==> config.mk <==
export PLATFORM = sky130hd
export DESIGN_NAME = fpdiv32_seq_flat
export DESIGN_NICKNAME = d
export VERILOG_FILES = /design/src/rtl/fpau_pkg.sv /design/src/rtl/fpdiv32_seq_if.sv /design/src/rtl/checkspecial.sv /design/src/rtl/fpdiv32_seq.sv /design/src/flat_wrapper.sv
export SDC_FILE = /design/constraint.sdc
export NUM_CORES = 1
export LEC_CHECK = 0
export CORE_UTILIZATION = 40
export CTS_BUF_LIST = sky130_fd_sc_hd__clkbuf_4
export DETAILED_ROUTE_END_ITERATION = 10
export PLACE_DENSITY = 0.65
export SLEW_MARGIN = 25
export SYNTH_ARGS = -nofsm -noshare
export SYNTH_HDL_FRONTEND = slang
export SYNTH_SLANG_ARGS = --single-unit
==> constraint.sdc <==
create_clock -name clk -period 4.1 [get_ports clk]
set_input_delay 0.615 -clock clk [delete_from_list [all_inputs] [get_ports clk]]
set_output_delay 0.615 -clock clk [all_outputs]
set_load 0.05 [all_outputs]
==> src/rtl/fpau_pkg.sv <==
// Shared FPAU definitions: special-value encodings, exponent bias and the
// sequencer state encoding used by the FP32 divider.
package fpau_pkg;

    localparam logic [31:0]        FP_NAN     = 32'h7FFF_FFFF;
    localparam logic [30:0]        FP_INF_MAG = 31'h7F80_0000;
    localparam logic [31:0]        FP_ZERO    = 32'h0000_0000;
    localparam logic signed [9:0]  FP_BIAS    = 10'sd127;

    typedef enum logic [2:0] {
        IDLE  = 3'd0,
        CHECK = 3'd1,
        DIV   = 3'd2,
        ROUND = 3'd3,
        DONE  = 3'd4
    } fpState_e;

    function automatic logic [31:0] fpInf(input logic sign);
        return {sign, FP_INF_MAG};
    endfunction

endpackage

==> src/rtl/fpdiv32_seq_if.sv <==
// Start/busy/done handshake bundle of the sequential FP32 divider.
interface fpdiv32_seq_if;
    logic        start;
    logic [31:0] A;
    logic [31:0] B;
    logic        busy;
    logic        done;
    logic [31:0] S;

    modport master (output start, A, B, input busy, done, S);
    modport slave  (input start, A, B, output busy, done, S);
endinterface

==> src/rtl/checkspecial.sv <==
// Operand classifier shared with the multiplier; denormals read as zero.
module checkspecial
    import fpau_pkg::*;
(
    input  logic [30:0] mag,
    output logic        flagInf,
    output logic        flagNaN,
    output logic        flagZero
);

    assign flagInf  = (mag == FP_INF_MAG);
    assign flagNaN  = (mag[30:23] == 8'hFF) && (mag[22:0] != 23'd0);
    assign flagZero = (mag[30:23] == 8'h00);

endmodule

==> src/rtl/fpdiv32_seq.sv <==
// Sequential FP32 divider S = A / B, restoring radix-2, one quotient bit per clock.
// Optional macro FPDIV_RNE_EN selects round-to-nearest-even; otherwise truncate.
module fpdiv32_seq
    import fpau_pkg::*;
#(
    parameter logic [31:0] NAN_PATTERN = FP_NAN,
    parameter int          QBITS       = 26
) (
    input  logic         clk,
    input  logic         rst,
    fpdiv32_seq_if.slave bus
);

    fpState_e          stateR, stateNextS;
    logic [31:0]       aR, bR, sR;
    logic [24:0]       remR;
    logic [23:0]       mbR;
    logic [QBITS-1:0]  qR;
    logic [4:0]        cntR;
    logic signed [9:0] expR;
    logic              signR, doneR, busyR;

    logic              aInfS, aNaNS, aZeroS, bInfS, bNaNS, bZeroS;
    logic              acceptS, specialS, signS, incS;
    logic [31:0]       specialResS, roundResS;
    logic [22:0]       mantS;
    logic [23:0]       roundedS;
    logic signed [9:0] expNormS, expFinS;
`ifdef FPDIV_RNE_EN
    logic              guardS, stickyS;
`endif

    checkspecial uChkA (.mag(aR[30:0]), .flagInf(aInfS), .flagNaN(aNaNS), .flagZero(aZeroS));
    checkspecial uChkB (.mag(bR[30:0]), .flagInf(bInfS), .flagNaN(bNaNS), .flagZero(bZeroS));

    // busy also covers the done cycle, so a start there is ignored
    assign acceptS  = bus.start && !busyR && (stateR == IDLE);
    assign signS    = aR[31] ^ bR[31];
    assign bus.busy = busyR;
    assign bus.done = doneR;
    assign bus.S    = sR;

    // Special-operand classification, first match wins
    always_comb begin
        specialS    = 1'b1;
        specialResS = NAN_PATTERN;
        if (aNaNS || bNaNS)            specialResS = NAN_PATTERN;
        else if (aInfS && bInfS)       specialResS = NAN_PATTERN;
        else if (aZeroS && bZeroS)     specialResS = NAN_PATTERN;
        else if (aInfS)                specialResS = fpInf(signS);
        else if (bZeroS)               specialResS = fpInf(signS);
        else if (aZeroS)               specialResS = FP_ZERO;
        else if (bInfS)                specialResS = FP_ZERO;
        else begin
            specialS    = 1'b0;
            specialResS = FP_ZERO;
        end
    end

    // Normalise, round and range-check the finished quotient
    always_comb begin
        mantS    = qR[QBITS-3:1];
        expNormS = expR - 10'sd1;
`ifdef FPDIV_RNE_EN
        guardS   = qR[0];
        stickyS  = (remR != 25'd0);
`endif
        if (qR[QBITS-1]) begin
            mantS    = qR[QBITS-2:2];
            expNormS = expR;
`ifdef FPDIV_RNE_EN
            guardS   = qR[1];
            stickyS  = qR[0] | (remR != 25'd0);
`endif
        end else begin
            mantS    = qR[QBITS-3:1];
            expNormS = expR - 10'sd1;
`ifdef FPDIV_RNE_EN
            guardS   = qR[0];
            stickyS  = (remR != 25'd0);
`endif
        end
`ifdef FPDIV_RNE_EN
        incS = guardS & (stickyS | mantS[0]);
`else
        incS = 1'b0;
`endif
        roundedS = {1'b0, mantS} + {23'd0, incS};
        // a carry out leaves the fraction at zero and bumps the exponent
        if (roundedS[23]) expFinS = expNormS + 10'sd1;
        else              expFinS = expNormS;
        if (expFinS >= 10'sd255)    roundResS = fpInf(signR);
        else if (expFinS <= 10'sd0) roundResS = FP_ZERO;
        else                        roundResS = {signR, expFinS[7:0], roundedS[22:0]};
    end

    // Next-state logic
    always_comb begin
        stateNextS = stateR;
        case (stateR)
            IDLE:    if (acceptS) stateNextS = CHECK; else stateNextS = IDLE;
            CHECK:   if (specialS) stateNextS = DONE; else stateNextS = DIV;
            DIV:     if (cntR == 5'(QBITS - 1)) stateNextS = ROUND; else stateNextS = DIV;
            ROUND:   stateNextS = DONE;
            DONE:    stateNextS = IDLE;
            default: stateNextS = IDLE;
        endcase
    end

    // State register
    always_ff @(posedge clk) begin
        if (rst) stateR <= IDLE;
        else     stateR <= stateNextS;
    end

    // Operand latch, divider datapath and registered handshake outputs
    always_ff @(posedge clk) begin
        if (rst) begin
            aR    <= 32'd0;
            bR    <= 32'd0;
            sR    <= FP_ZERO;
            remR  <= 25'd0;
            mbR   <= 24'd0;
            qR    <= '0;
            cntR  <= 5'd0;
            expR  <= 10'sd0;
            signR <= 1'b0;
            doneR <= 1'b0;
            busyR <= 1'b0;
        end else begin
            doneR <= (stateR == DONE);
            if (acceptS)    busyR <= 1'b1;
            else if (doneR) busyR <= 1'b0;
            else            busyR <= busyR;
            case (stateR)
                IDLE: begin
                    if (acceptS) begin
                        aR <= bus.A;
                        bR <= bus.B;
                    end
                end
                CHECK: begin
                    if (specialS) begin
                        sR <= specialResS;
                    end else begin
                        remR  <= {2'b01, aR[22:0]};
                        mbR   <= {1'b1, bR[22:0]};
                        qR    <= '0;
                        cntR  <= 5'd0;
                        expR  <= $signed({2'b00, aR[30:23]}) - $signed({2'b00, bR[30:23]}) + FP_BIAS;
                        signR <= signS;
                    end
                end
                DIV: begin
                    if (remR >= {1'b0, mbR}) begin
                        remR <= (remR - {1'b0, mbR}) << 1;
                        qR   <= {qR[QBITS-2:0], 1'b1};
                    end else begin
                        remR <= remR << 1;
                        qR   <= {qR[QBITS-2:0], 1'b0};
                    end
                    cntR <= cntR + 5'd1;
                end
                ROUND:   sR <= roundResS;
                default: ;
            endcase
        end
    end

endmodule
==> src/flat_wrapper.sv <==
// flat-port wrapper written by rule: the top's interface ports become plain ports
module fpdiv32_seq_flat import fpau_pkg::*;
#(
    parameter logic [31:0] NAN_PATTERN = FP_NAN,
    parameter int          QBITS       = 26
)
  (clk, rst, bus_start, bus_A, bus_B, bus_busy, bus_done, bus_S);
  fpdiv32_seq_if bus_i ();
  input  logic clk;
  input  logic rst;
  input wire logic [$bits(bus_i.start)-1:0] bus_start;
  input wire logic [$bits(bus_i.A)-1:0] bus_A;
  input wire logic [$bits(bus_i.B)-1:0] bus_B;
  output wire logic [$bits(bus_i.busy)-1:0] bus_busy;
  output wire logic [$bits(bus_i.done)-1:0] bus_done;
  output wire logic [$bits(bus_i.S)-1:0] bus_S;
  assign bus_i.start = bus_start;
  assign bus_i.A = bus_A;
  assign bus_i.B = bus_B;
  assign bus_busy = bus_i.busy;
  assign bus_done = bus_i.done;
  assign bus_S = bus_i.S;
  fpdiv32_seq #(.NAN_PATTERN(NAN_PATTERN), .QBITS(QBITS)) u_core (.clk(clk), .rst(rst), .bus(bus_i));
endmodule
==> metrics.txt, run 1 <==
outcome=finished, final reports clean; CTS buffer count=17; IO Pins=101; via count=9074; dpl cell area=~11000 um2; Internal=~3.4 mW; Core Area=24500 um2; Tmin final=3.03 ns; Worst Hold Depth=2; wire length per cell=14.9 um; Worst-path clk slew=0.18 ns; Antenna Nets Post-Route=0; GR Util All Layers=~20%; Util after Layout=47.1%; Critical Path Source Type=flop; full die area=25800 um2; post-placement cell count=1660; antenna violations before repair=1; Net Sw Frac=43.1%; largest net degree at the start of global routing=102; clock power share=18.2%; Worst Setup End Kind=flop; syn_area_per_cell=7.67 um2; CP max stage delay=0.46 ns; non-filler instance count after layout=between 1500 and 2000; post-synthesis adder-cell area fraction=4.87%; commonest non-fill, non-tap cells in the layout=nand2_1, dfxtp_1, a21oi_1; sequential power share=36.6%; number of synthesized flops with an enable pin=0; Setup crit end=u_core.remR[9]; CP bufs+invs=2; P per Cell Area=511 nW/um2; DRC viols=0; max_slew headroom=36.3%; Hold/Removal Path Class=flop to flop; complex-gate fraction of the synthesized area=20.0%; gr ovfl total=0; Netlist cell types=67; Max Slew Vio Count=0; CP top delay family=compound AO/OA/AOI/OAI gates; fin area=11600 um2; global-route wire length before repair=42600 um; hold buffers post-CTS=0; Mapped Cells=around 1300; Power, Total=5.91 mW; mux contribution to synthesized area=about 3.8%; peak supply drop=267 uV; Area Overhead vs Synth=14.8%; Pre-Repair DR Iteration Count=7; xor and xnor area share after synthesis=3.30%; RSZ-0062 raised after global routing=no; Hold Fails Final Rpt=0; worst-case clock skew=0.0382 ns; Syn Nets=approximately 1400; Final setup viols=0; share of layout cells above drive strength 1=between 6 and 7%; Post-CTS Setup Repair Bufs=0; Worst-Skew Late Latency=0.62 ns; MaxCap Viol Count=0; Worst EP required=4.60 ns; sw power=between 2 and 3 mW; fillers=2504; reg2reg end=u_core.remR[9]; post-synthesis async set-or-reset flop share=0%; Tcrit/Tclk final=73.8%; WP data arrival=3.53 ns; worst reg2reg startpoint=u_core.mbR[15]; Starting DRT DRC Count=556; number of I/O port buffers=100; Worst Tran Pin Value=0.952 ns; largest family of logic cells by synthesized area=simple AND/OR/NAND/NOR gates; vias in the first global route=between 8000 and 9000; Clock Path Buffers=2; # clock sinks=192; pre-CTS setup slack=~1.1 ns; Crit Path Category=flop to flop; crit-path most repeated cell=a21oi_1; Lkg Pwr=4.18 nW; f_max=about 330 MHz; Starting Density=41.0%; Primary FF master, synth=dfxtp_1; Stages on worst setup path=10; height of the die=about 160 um; FF+latch count, synth=192; CTS root buf=clkbuf_4; cells along the critical path=inv_1 > ha_1 > a21oi_1 > nand2_1 > a211o_1 > a31oi_1 > and3b_1 > buf_4 > a21oi_1 > a2111oi_0; Resize count post-CTS=0; sequential-to-total area share from yosys stat=38.2%; beginning of the critical path=u_core.mbR[15]; Final HPWL DP=roughly 18000 um; crit-path max FO=16; most common cell after layout, fill and taps aside=nand2_1; Total Nets Final=approximately 1500; Fin Setup TNS=0 ns; Reg2Reg Depth=10; Comb pwr share=45.2%; slowest CP cell=and3b_1; Final WS setup=1.07 ns; Mapped Area=approximately 10000 um2; CTS H-tree lvls=4; Synth Area in Simple Gates=24.1%; Detailed Route WL=25200 um; register-to-register setup slack=about 1.1 ns; GP Congestion=0.853; Rows=57; worst hold margin=0.468 ns; Die X-Extent=161 um; synthesis warning total=0; via density per instance=5.36; CTS tree=built
registers in the layout, summed over array words and instances (netlist names), 3 cells and up:
signal and flops:
u_core.stateR 3, u_core.mbR 24, u_core.expR 10, u_core.aR 32, u_core.remR 25, u_core.bR 32, u_core.cntR 5, u_core.qR 26
u_core.bus.S 32
cells by family (layout without fill, tap and decap cells):
logic type	Yosys count	in the layout
other	0	1
XOR/XNOR	38	38
flip-flops	192	192
AO/OA/AOI/OAI	327	327
adder cells (fa/ha/maj)	38	38
multiplexers	35	35
AND/OR/NAND/NOR	542	542
buffers and inverters	141	196
final cells by class:
cell class	instances	area (um2)	area share, %
Multi-Input combinational cell	980	5670	49.1
Sequential cell	192	3840	33.3
Timing Repair Buffer	117	1140	9.88
Tap cell	324	405	3.51
Clock inverter	15	186	1.61
Inverter	47	176	1.53
Clock buffer	17	128	1.10
Antenna cell	1	2.50	0.0217
power groups by stage:
stage,clock network (mW),registers [mW],logic [mW]
5_1_grt,1.18,2.19,2.97
4_1_cts,1.11,2.16,2.66
2_1_floorplan,0,2.30,1.93
3_5_place_dp,0,2.20,2.65
3_3_place_gp,0,2.20,2.63
6_report,1.07,2.16,2.67
metal layers:
metal	up-vias	wire length [um]	track usage, %
met5	-	0	0
met4	0	418	6.10
met3	25	944	2.48
met2	186	11000	30.7
met1	4197	12800	29.2
li1	4666	-	-
how the worst min path moves through the flow:
stage                              start        endpoint
final                     u_core.mbR[15]  u_core.mbR[15]
after global routing                 rst    u_core.qR[0]
after CTS                  u_core.mbR[6]   u_core.mbR[6]
after detailed placement   u_core.mbR[6]   u_core.mbR[6]
after global placement     u_core.mbR[2]   u_core.mbR[2]
after floorplan             u_core.qR[0]    u_core.qR[1]
cells in the mapped netlist, drive strengths merged, types with 3 or more instances:
library cell / count / area, um2
nor2: 110 / 415
nand2b: 5 / 31.3
a21o: 11 / 82.6
a311oi: 4 / 35.0
xnor2: 18 / 158
o21ai: 23 / 115
and3: 6 / 37.5
nand2: 250 / 938
o22ai: 8 / 50.1
nor2b: 11 / 68.8
a211oi: 51 / 398
a21boi: 4 / 30.0
or3: 4 / 25.0
inv: 47 / 176
or4: 5 / 37.5
nor3: 35 / 180
a211o: 5 / 43.8
a31oi: 11 / 68.8
buf: 33 / 171
dfxtp: 192 / 3840
mux2: 25 / 282
a21oi: 170 / 851
nand3: 63 / 315
xor2: 20 / 175
nand4: 11 / 68.8
ha: 36 / 450
o211ai: 4 / 30.0
a21bo: 6 / 60.1
o21a: 6 / 45.0
o21bai: 5 / 41.3
clkbuf: 61 / 229
nor4: 26 / 184
mux2i: 10 / 100
and2: 3 / 18.8
worst register-to-register path: cells and delay by family, from the launching register on:
kind | cells | cell delay (ns)
AOI/OAI and AO/OA | 5 | 1.25
adders and majority gates | 1 | 0.44
buffers and inverters | 2 | 0.37
DFF | 1 | 0.36
and+or+nand+nor | 2 | 0.53
Note: power is estimated with default switching activity, not from simulation.
==> run 2: changes to the inputs <==
==> constraint.sdc (replaced) <==
create_clock -name clk -period 2.84 [get_ports clk]
set_input_delay 0.426 -clock clk [delete_from_list [all_inputs] [get_ports clk]]
set_output_delay 0.426 -clock clk [all_outputs]
set_load 0.05 [all_outputs]
==> run 2 against run 1 <==
  * Non-clock buffer count grew 22
  * Global-route usage grew 0.27 points
  * Clock-buffer cell count is the same
  * Die area is the same
  * Via count grew 1.6%
  * Total power grew 49%
  * First-iteration DRC count shrank 2.7%
  * Routed wire length grew 1.8%
  * Setup slack lost 0.97 ns
  * Worst hold slack lost 0.23 ns
  * Critical path depth grew 1
  * Fmax grew 11%
  * Critical endpoint is now u_core.remR[23]
==> metrics.txt, run 2 (synthesized netlist as in run 1, its figures left out) <==
Worst-path clk slew=0.19 ns (about the same); CTS H-tree lvls=4 (unchanged); outcome=finished, final reports clean; CTS buffer count=17 (unchanged); Detailed Route WL=25700 um (+1.8%); P per Cell Area=746 nW/um2 (+46%); full die area=25800 um2 (unchanged); worst reg2reg startpoint=u_core.remR[0]; share of layout cells above drive strength 1=9.42% (+2.7 points); sw power=3.79 mW (+49%); antenna violations before repair=1 (unchanged); Net Sw Frac=43.0% (-0.11 points); worst-case clock skew=0.0245 ns (-0.0137 ns); Tmin final=2.73 ns (-0.293 ns); WP data arrival=3.25 ns (-0.28 ns); number of I/O port buffers=100 (unchanged); fillers=2532 (+1.1%); Hold Fails Final Rpt=0 (unchanged); gr ovfl total=0 (unchanged); commonest non-fill, non-tap cells in the layout=nand2_1, dfxtp_1, a21oi_1; Worst Tran Pin Value=0.666 ns (-0.286 ns); Comb pwr share=47.1% (+1.9 points); via count=9215 (+1.6%); Core Area=24500 um2 (unchanged); Worst-Skew Late Latency=0.60 ns (-0.02 ns); hold buffers post-CTS=0 (unchanged); clock power share=17.6% (-0.6 points); reg2reg end=u_core.remR[23]; Total Nets Final=1482 (+1.5%); sequential power share=35.3% (-1.3 points); height of the die=161 um (unchanged); via density per instance=5.37 (+0.25%); global-route wire length before repair=43300 um (+1.7%); most common cell after layout, fill and taps aside=nand2_1; Critical Path Source Type=flop; Reg2Reg Depth=11 (+1); Rows=57 (unchanged); Final HPWL DP=18500 um (+3.9%); Util after Layout=48.2% (+1.1 points); MaxCap Viol Count=0 (unchanged); largest net degree at the start of global routing=61 (-40%); f_max=366 MHz (+11%); Worst EP required=3.36 ns (-1.24 ns); peak supply drop=671 uV (+150%); Final setup viols=0 (unchanged); Pre-Repair DR Iteration Count=6 (-1); non-filler instance count after layout=1715 (+1.3%); Setup crit end=u_core.remR[23]; Starting DRT DRC Count=541 (-2.7%); Clock Path Buffers=2 (unchanged); GP Congestion=0.872 (+2.2%); Worst Setup End Kind=flop; max_slew headroom=55.0% (+19 points); Lkg Pwr=4.32 nW (+3.3%); Crit Path Category=flop to flop; Antenna Nets Post-Route=0 (unchanged); IO Pins=101 (unchanged); Die X-Extent=161 um (unchanged); CTS tree=built; # clock sinks=192 (unchanged); Hold/Removal Path Class=input port to flop; Tcrit/Tclk final=96.3% (+22 points); post-placement cell count=1680 (+1.2%); register-to-register setup slack=0.11 ns (-0.97 ns); GR Util All Layers=20.3% (+0.27 points); Max Slew Vio Count=0 (unchanged); Area Overhead vs Synth=17.4%; beginning of the critical path=u_core.remR[0]; Internal=5.03 mW (+50%); CTS root buf=clkbuf_4; Starting Density=41.0% (unchanged); crit-path max FO=3 (-13); wire length per cell=15.0 um (+0.47%); DRC viols=0 (unchanged); vias in the first global route=8572 (+2.2%)
## run 2: changes by cell type in the layout (fill, tap and decap cells not counted), moves of 3 or more
cell	change
buf_4	+20
inv_6	+3
ha_2	+3
ha_1	-5
nor3_2	+3
## run 2: cell type report
type	instances	area, um2	area share (%)
clock inverter	15	188	1.59
multi-input combinational	980	5750	48.6
tap	324	405	3.43
clock buffer	17	128	1.08
inverter	47	176	1.49
sequential	192	3840	32.5
timing repair buffer	139	1330	11.3
antenna	1	2.50	0.0212
## run 2: layer usage
| layer | vias to the layer above | part of all wire, % | track usage, % |
|---|---|---|---|
| met4 | 0 | 0.69 | 3.98 |
| met1 | 4264 | 52 | 29.9 |
| met3 | 15 | 4.3 | 2.92 |
| met5 | - | 0 | 0 |
| li1 | 4714 | - | - |
| met2 | 222 | 43 | 31.4 |
## run 2: worst max-delay path, stage by stage (launching register included)
cell and delay, ns:
dfxtp_1 0.37, inv_1 0.05, ha_1 0.21, fa_1 0.42
nor2b_2 0.18, o31a_1 0.24, o211ai_1 0.15, a21oi_1 0.22
mux2_2 0.36, nor3_2 0.16, a21oi_1 0.08, a211oi_2 0.23
## run 2: repair_timing
item,in CTS,in global routing
gates resized for setup,0,21
buffers inserted,0,2
hold endpoints to repair,0,0
setup endpoints to repair,0,31
## run 2: how the worst min path moves through the flow
stage / startpoint / endpoint / cells after the start / slack [ns]
floorplan: u_core.qR[0] / u_core.qR[1] / 2 / 0.43
global placement: u_core.mbR[7] / u_core.mbR[7] / 2 / 0.44
detailed placement: u_core.mbR[13] / u_core.mbR[13] / 2 / 0.45
CTS: rst / u_core.qR[12] / 2 / 0.20
global route: rst / u_core.qR[15] / 2 / 0.19
finish: rst / u_core.qR[12] / 2 / 0.24
## run 2: power groups by stage
stage | logic, mW | registers (mW) | clock network (mW)
6_report | 4.16 | 3.11 | 1.55
5_1_grt | 4.57 | 3.15 | 1.71
4_1_cts | 4.05 | 3.11 | 1.59
3_5_place_dp | 4.02 | 3.17 | 0
3_3_place_gp | 4.02 | 3.16 | 0
2_1_floorplan | 2.79 | 3.31 | 0
## run 2: per-stage QoR
step           power, mW  setup WS (ns)  TNS, ns  hold WS, ns  instance area, um2
4_1_cts             8.75         0.0612        0        0.195               11700
5_1_grt             9.42        -0.0101  -0.0161        0.191               11800
3_5_place_dp        7.19         0.0954        0        0.447               11400
3_3_place_gp        7.18          0.145        0        0.445               11400
2_1_floorplan       6.11          0.328        0        0.432               10100
6_report            8.82          0.106        0        0.236               11800
==> run 3: changes to the inputs <==
--- a/config.mk
+++ b/config.mk
@@ -5,10 +5,12 @@
 export SDC_FILE = /design/constraint.sdc
 export NUM_CORES = 1
 export LEC_CHECK = 0
+export CELL_PAD_IN_SITES_DETAIL_PLACEMENT = 0
+export CELL_PAD_IN_SITES_GLOBAL_PLACEMENT = 1
 export CORE_UTILIZATION = 40
 export CTS_BUF_LIST = sky130_fd_sc_hd__clkbuf_4
 export DETAILED_ROUTE_END_ITERATION = 10
-export PLACE_DENSITY = 0.65
+export PLACE_DENSITY = 0.82
 export SLEW_MARGIN = 25
 export SYNTH_ARGS = -nofsm -noshare
 export SYNTH_HDL_FRONTEND = slang
==> constraint.sdc (replaced) <==
create_clock -name clk -period 2.84 [get_ports clk]
set_input_delay 0.426 -clock clk [delete_from_list [all_inputs] [get_ports clk]]
set_output_delay 0.426 -clock clk [all_outputs]
set_load 0.02 [all_outputs]
==> run 3 against run 2 <==
  * Global-route usage rose by 0.49 points
  * Non-clock buffer count decreased by 2
  * Routed wire length rose by 1.9%
  * Sequential share of layout area is 0.080 points higher
  * Sequential power hardly changed
  * Fmax increased by 2.2%
  * Setup slack improved by 0.060 ns
  * Core utilization is 0.071 points lower
  * Clock skew is 0.0057 ns higher
  * Die area unchanged
  * Sequential cell count stayed put
  * Register-to-register slack gained 0.06 ns
  * Highest routed layer unchanged
==> metrics.txt, run 3 (synthesized netlist as in run 1, its figures left out) <==
CTS root buf=clkbuf_4; Fin Setup TNS=0 ns (unchanged); beginning of the critical path=u_core.mbR[14]; Final WS setup=0.166 ns (+0.0597 ns); slowest CP cell=ha_1; Clock Path Buffers=2 (unchanged); # clock sinks=192 (unchanged); worst-case clock skew=0.0302 ns (+0.00572 ns); fillers=2523 (-0.36%); sequential power share=35.8% (+0.5 points); Area Overhead vs Synth=17.3%; GR Util All Layers=20.8% (+0.49 points); Antenna Nets Post-Route=0 (unchanged); CTS tree=built; RSZ-0062 raised after global routing=no; number of I/O port buffers=100 (unchanged); pre-CTS setup slack=0.125 ns (+0.0294 ns); GP Congestion=0.833 (-4.5%); Worst Tran Pin Value=0.778 ns (+0.112 ns); height of the die=161 um (unchanged); share of layout cells above drive strength 1=9.44% (+0.014 points); P per Cell Area=737 nW/um2 (-1.2%); Comb pwr share=46.0% (-1.1 points); Final HPWL DP=18600 um (+0.44%); global-route wire length before repair=44100 um (+1.8%); Critical Path Source Type=flop; peak supply drop=385 uV (-43%); antenna violations before repair=1 (unchanged); MaxCap Viol Count=0 (unchanged); wire length per cell=15.2 um (+1.9%); f_max=374 MHz (+2.2%); most common cell after layout, fill and taps aside=nand2_1; fin area=11800 um2 (-0.15%); Lkg Pwr=4.31 nW (-0.20%); register area=3850 um2 (about the same); Crit Path Category=flop to flop; Hold Fails Final Rpt=0 (unchanged); max_slew headroom=47.4% (-7.6 points); CTS buffer count=17 (unchanged); Total Nets Final=1480 (-0.13%); Util after Layout=48.1% (-0.071 points); Tmin final=2.67 ns (-0.0597 ns); Tcrit/Tclk final=94.2% (-2.1 points); Core Area=24500 um2 (unchanged); Setup crit end=u_core.remR[8]; worst reg2reg startpoint=u_core.mbR[14]; CTS H-tree lvls=4 (unchanged); Detailed Route WL=26100 um (+1.9%); Worst-path clk slew=0.19 ns (about the same); Rows=57 (unchanged); largest net degree at the start of global routing=86 (+41%); full die area=25800 um2 (unchanged); cells along the critical path=inv_1 > ha_1 > nand4_1 > nor2_1 > a211o_1 > a31oi_1 > nor2b_1 > nand2_1 > buf_4 > mux2i_1 > a211oi_1; multi-input logic area=5720 um2 (-0.50%); reg2reg end=u_core.remR[8]; vias in the first global route=8660 (+1.0%); Power, Total=8.70 mW (-1.4%); Starting Density=41.0% (unchanged); Worst Setup End Kind=flop; CP max stage delay=0.40 ns (-0.02 ns); via count=9203 (-0.13%); Die X-Extent=161 um (unchanged); Worst EP required=3.35 ns (about the same); Starting DRT DRC Count=542 (+0.18%); Reg2Reg Depth=11 (unchanged); crit-path max FO=7 (+4); gr ovfl total=0 (unchanged); WP data arrival=3.18 ns (-0.07 ns); register-to-register setup slack=0.17 ns (+0.06 ns); dpl cell area=11400 um2 (about the same); DRC viols=0 (unchanged); IO Pins=101 (unchanged); commonest non-fill, non-tap cells in the layout=nand2_1, dfxtp_1, a21oi_1; sw power=3.66 mW (-3.5%); clock power share=18.2% (+0.6 points); Pre-Repair DR Iteration Count=4 (-2); Hold/Removal Path Class=input port to flop; via density per instance=5.37 (-0.13%); Internal=5.04 mW (+0.28%); outcome=finished, final reports clean; Worst-Skew Late Latency=0.59 ns (about the same); hold buffers post-CTS=0 (unchanged); Net Sw Frac=42.0% (-0.95 points); Final setup viols=0 (unchanged); Max Slew Vio Count=0 (unchanged)
## run 3: cell types whose count changed in the layout (fill, tap and decap cells not counted), sizes merged
cell   delta
buf       -2
diode     +2
## run 3: repair_timing
item                                    4_1_cts  5_1_grt
endpoints found under the hold margin         0        0
buffers inserted                              0        2
resized for setup                             0       23
endpoints found under the setup margin        0       44
## run 3: stage by stage
stage               std cells  hold slack, ns
floorplan                1313           0.432
global placement         1678           0.444
detailed placement       1678           0.447
CTS                      1710           0.271
global route             1714           0.271
finish                   1715           0.299
## run 3: how the worst min path moves through the flow
stage                             start             to  depth (start not counted)
after floorplan            u_core.qR[0]   u_core.qR[1]                          2
after global placement    u_core.mbR[9]  u_core.mbR[9]                          2
after detailed placement  u_core.mbR[2]  u_core.mbR[2]                          2
after CTS                           rst  u_core.qR[16]                          2
after global routing                rst  u_core.qR[10]                          2
final                               rst   u_core.qR[0]                          2
## run 3: worst max-delay path: cells and delay by family, from the launching register on
family / cells / cell delay [ns]
buf+inv: 2 / 0.28
compound gates: 3 / 0.76
simple gates: 4 / 0.69
fa+ha+maj: 1 / 0.40
flops: 1 / 0.37
mux: 1 / 0.11
## run 3: power by group through the flow
stage	clock [mW]	sequential, mW	combinational (mW)
after floorplan	0	3.18	2.79
after global placement	0	3.17	3.89
after detailed placement	0	3.17	3.88
after CTS	1.63	3.11	3.90
after global routing	1.75	3.15	4.45
final	1.58	3.11	4.01
## run 3: layout make-up
cell class              count  share of cell area [%]
inverters                  47                    1.49
well taps                 324                    3.43
repair buffers            137                    11.3
clock buffers              17                    1.08
diodes                      3                  0.0636
clock inverters            15                    1.57
multi-input cells         980                    48.5
flip-flops and latches    192                    32.6
## run 3: layer usage
| layer | vias to the layer above | track usage [%] | wire length (um) |
|---|---|---|---|
| met2 | 170 | 31.3 | 11200 |
| li1 | 4721 | - | - |
| met3 | 22 | 3.02 | 855 |
| met5 | - | 0 | 0 |
| met1 | 4290 | 30.8 | 13700 |
| met4 | 0 | 5.41 | 405 |
==> edit, RTL diff (config.mk and constraints of run 2) <==
Add a define of `FPDIV_RNE_EN`.
--- a/src/rtl/fpdiv32_seq.sv
+++ b/src/rtl/fpdiv32_seq.sv
@@ -1,5 +1,7 @@
 // Sequential FP32 divider S = A / B, restoring radix-2, one quotient bit per clock.
 // Optional macro FPDIV_RNE_EN selects round-to-nearest-even; otherwise truncate.
+`define FPDIV_RNE_EN
+
 module fpdiv32_seq
     import fpau_pkg::*;
 #(
Behaviour: same outputs for any inputs over 4 cycles, from zero or initial values and one cycle with rst high; that may be too few to reach the edited logic, so the function may still have changed.
==> edit against run 2 <==
  * Power increased by 5.1%
  * Synthesized area increased by 16%
  * First-iteration DRC count increased by 44%
  * Synthesized cell count increased by 15%
  * Non-clock buffer count increased by 88
  * Sequential cell count unchanged
  * Sequential share of layout area decreased by 5.7 points
  * Wire length increased by 28%
  * Fmax decreased by 2.4%
  * Cell area increased by 22%
  * Worst setup slack got worse by 0.066 ns
  * Clock skew increased by 0.011 ns
  * Combinational power increased by 11%
  * Critical endpoint is now u_core.bus.S[7]
==> edit: results (changes against run 2) <==
- Most frequent cells after synthesis: nand2_1, dfxtp_1, a21oi_1
- First-pass GRT wire length: 52.3 mm (+21%)
- Hpwl dp: 23.2 mm (+25%)
- Clock Skews: 0.0359 ns (+0.0114 ns)
- Largest net degree at the start of global routing: 132 (+120%)
- Avg Cell Area, Syn: 7.68 sq um (about the same)
- Vias in the first global route: 10109 (+18%)
- Cts repair resizes: 3 (+3)
- Arrival @ worst endpoint: 3.34 ns (+0.09 ns)
- Clock slew seen by the registers of the worst setup and hold paths: 0.16 ns (-0.03 ns)
- FILL cells: 2702 (+6.7%)
- Dpl cells: 1996 (+19%)
- Routed Wire Length: 32.9 mm (+28%)
- Gpl congestion: 0.966 (+11%)
- Post-Place Cell Area: 13500 sq um (+19%)
- Share of cells above drive strength 1: 0.170 (+0.0761)
- Leak: 5.17 nW (+20%)
- DR vias/cell: 5.52 (+2.8%)
- Worst setup margin: 0.0399 ns (-0.0661 ns)
- Iter 0 DRT Violations: 780 (+44%)
- Pre-CTS WS: -0.0626 ns (-0.158 ns)
- Worst skew pair latency: 0.64 ns (+0.04 ns)
- Worst-margin pin slew: 0.833 ns (+0.167 ns)
- Nets: 1761 (+19%)
- Library cells used by synthesis: 91 (+36%)
- R2r setup slk: 0.04 ns (-0.07 ns)
- Sequential-to-total area share from yosys stat: 0.330 (-0.0514)
- GRT Util Overall: 0.211 (+0.00744)
- Setup bufs post-CTS: 0 (unchanged)
- Worst vdd ir: 0.365 mV (-46%)
- Syn nets: 1623 (+14%)
- Critical path peak fanout: 6 (+3)
- Ys flop type: dfxtp_1
- Ranking of synthesized cells by area: dfxtp_1, nand2_1, a21oi_1
- Status: completed
- DR WL/cell: 16.1 um (+7.3%)
## edit: layout make-up
| type | count | area [sq um] | area share |
|---|---|---|---|
| multi-input combinational | 1164 | 7450 | 0.516 |
| sequential | 192 | 3860 | 0.268 |
| timing repair buffer | 227 | 2120 | 0.147 |
| tap | 384 | 480 | 0.0333 |
| inverter | 52 | 195 | 0.0135 |
| clock inverter | 15 | 188 | 0.0130 |
| clock buffer | 17 | 128 | 0.00885 |
| antenna | 1 | 2.50 | 0.000174 |
## edit: layer usage
layer	vias up	GRT usage	routed length, um
li1	5691	-	-
met2	340	0.302	13900
met4	0	0.0458	360
met5	-	0	0
met1	5272	0.331	16800
met3	30	0.0270	1880
## edit: worst max-delay path, cell delays in order (launching register included)
cell,delay (ns)
dfxtp_4,0.41
buf_6,0.12
buf_4,0.11
nand2_2,0.08
a2111o_1,0.52
nor4_4,0.45
and2_4,0.22
o22ai_1,0.08
mux2_4,0.33
a31o_4,0.29
o32ai_2,0.10
## edit: kinds of logic after synthesis
family | after synthesis | share of synthesized area
simple gates | 662 | 0.273
compound gates | 367 | 0.215
flops | 192 | 0.330
buf+inv | 163 | 0.0596
xor+xnor | 49 | 0.0382
mux | 43 | 0.0397
fa+ha+maj | 40 | 0.0443
## edit: worst paths after layout
kind,startpoint,endpoint,cells past startpoint
setup / recovery,u_core.qR[25],u_core.bus.S[7],10
hold reg to reg,u_core.mbR[13],u_core.mbR[13],2
setup reg to reg,u_core.qR[25],u_core.bus.S[7],10
hold / removal,rst,u_core.qR[13],2
## edit: power by group
part           internal [mW]  leakage [nW]  switching (mW)  total (mW)
clock                  0.426         0.167            1.15        1.57
sequential              2.91          1.57           0.184        3.09
combinational           1.95          3.44            2.66        4.61
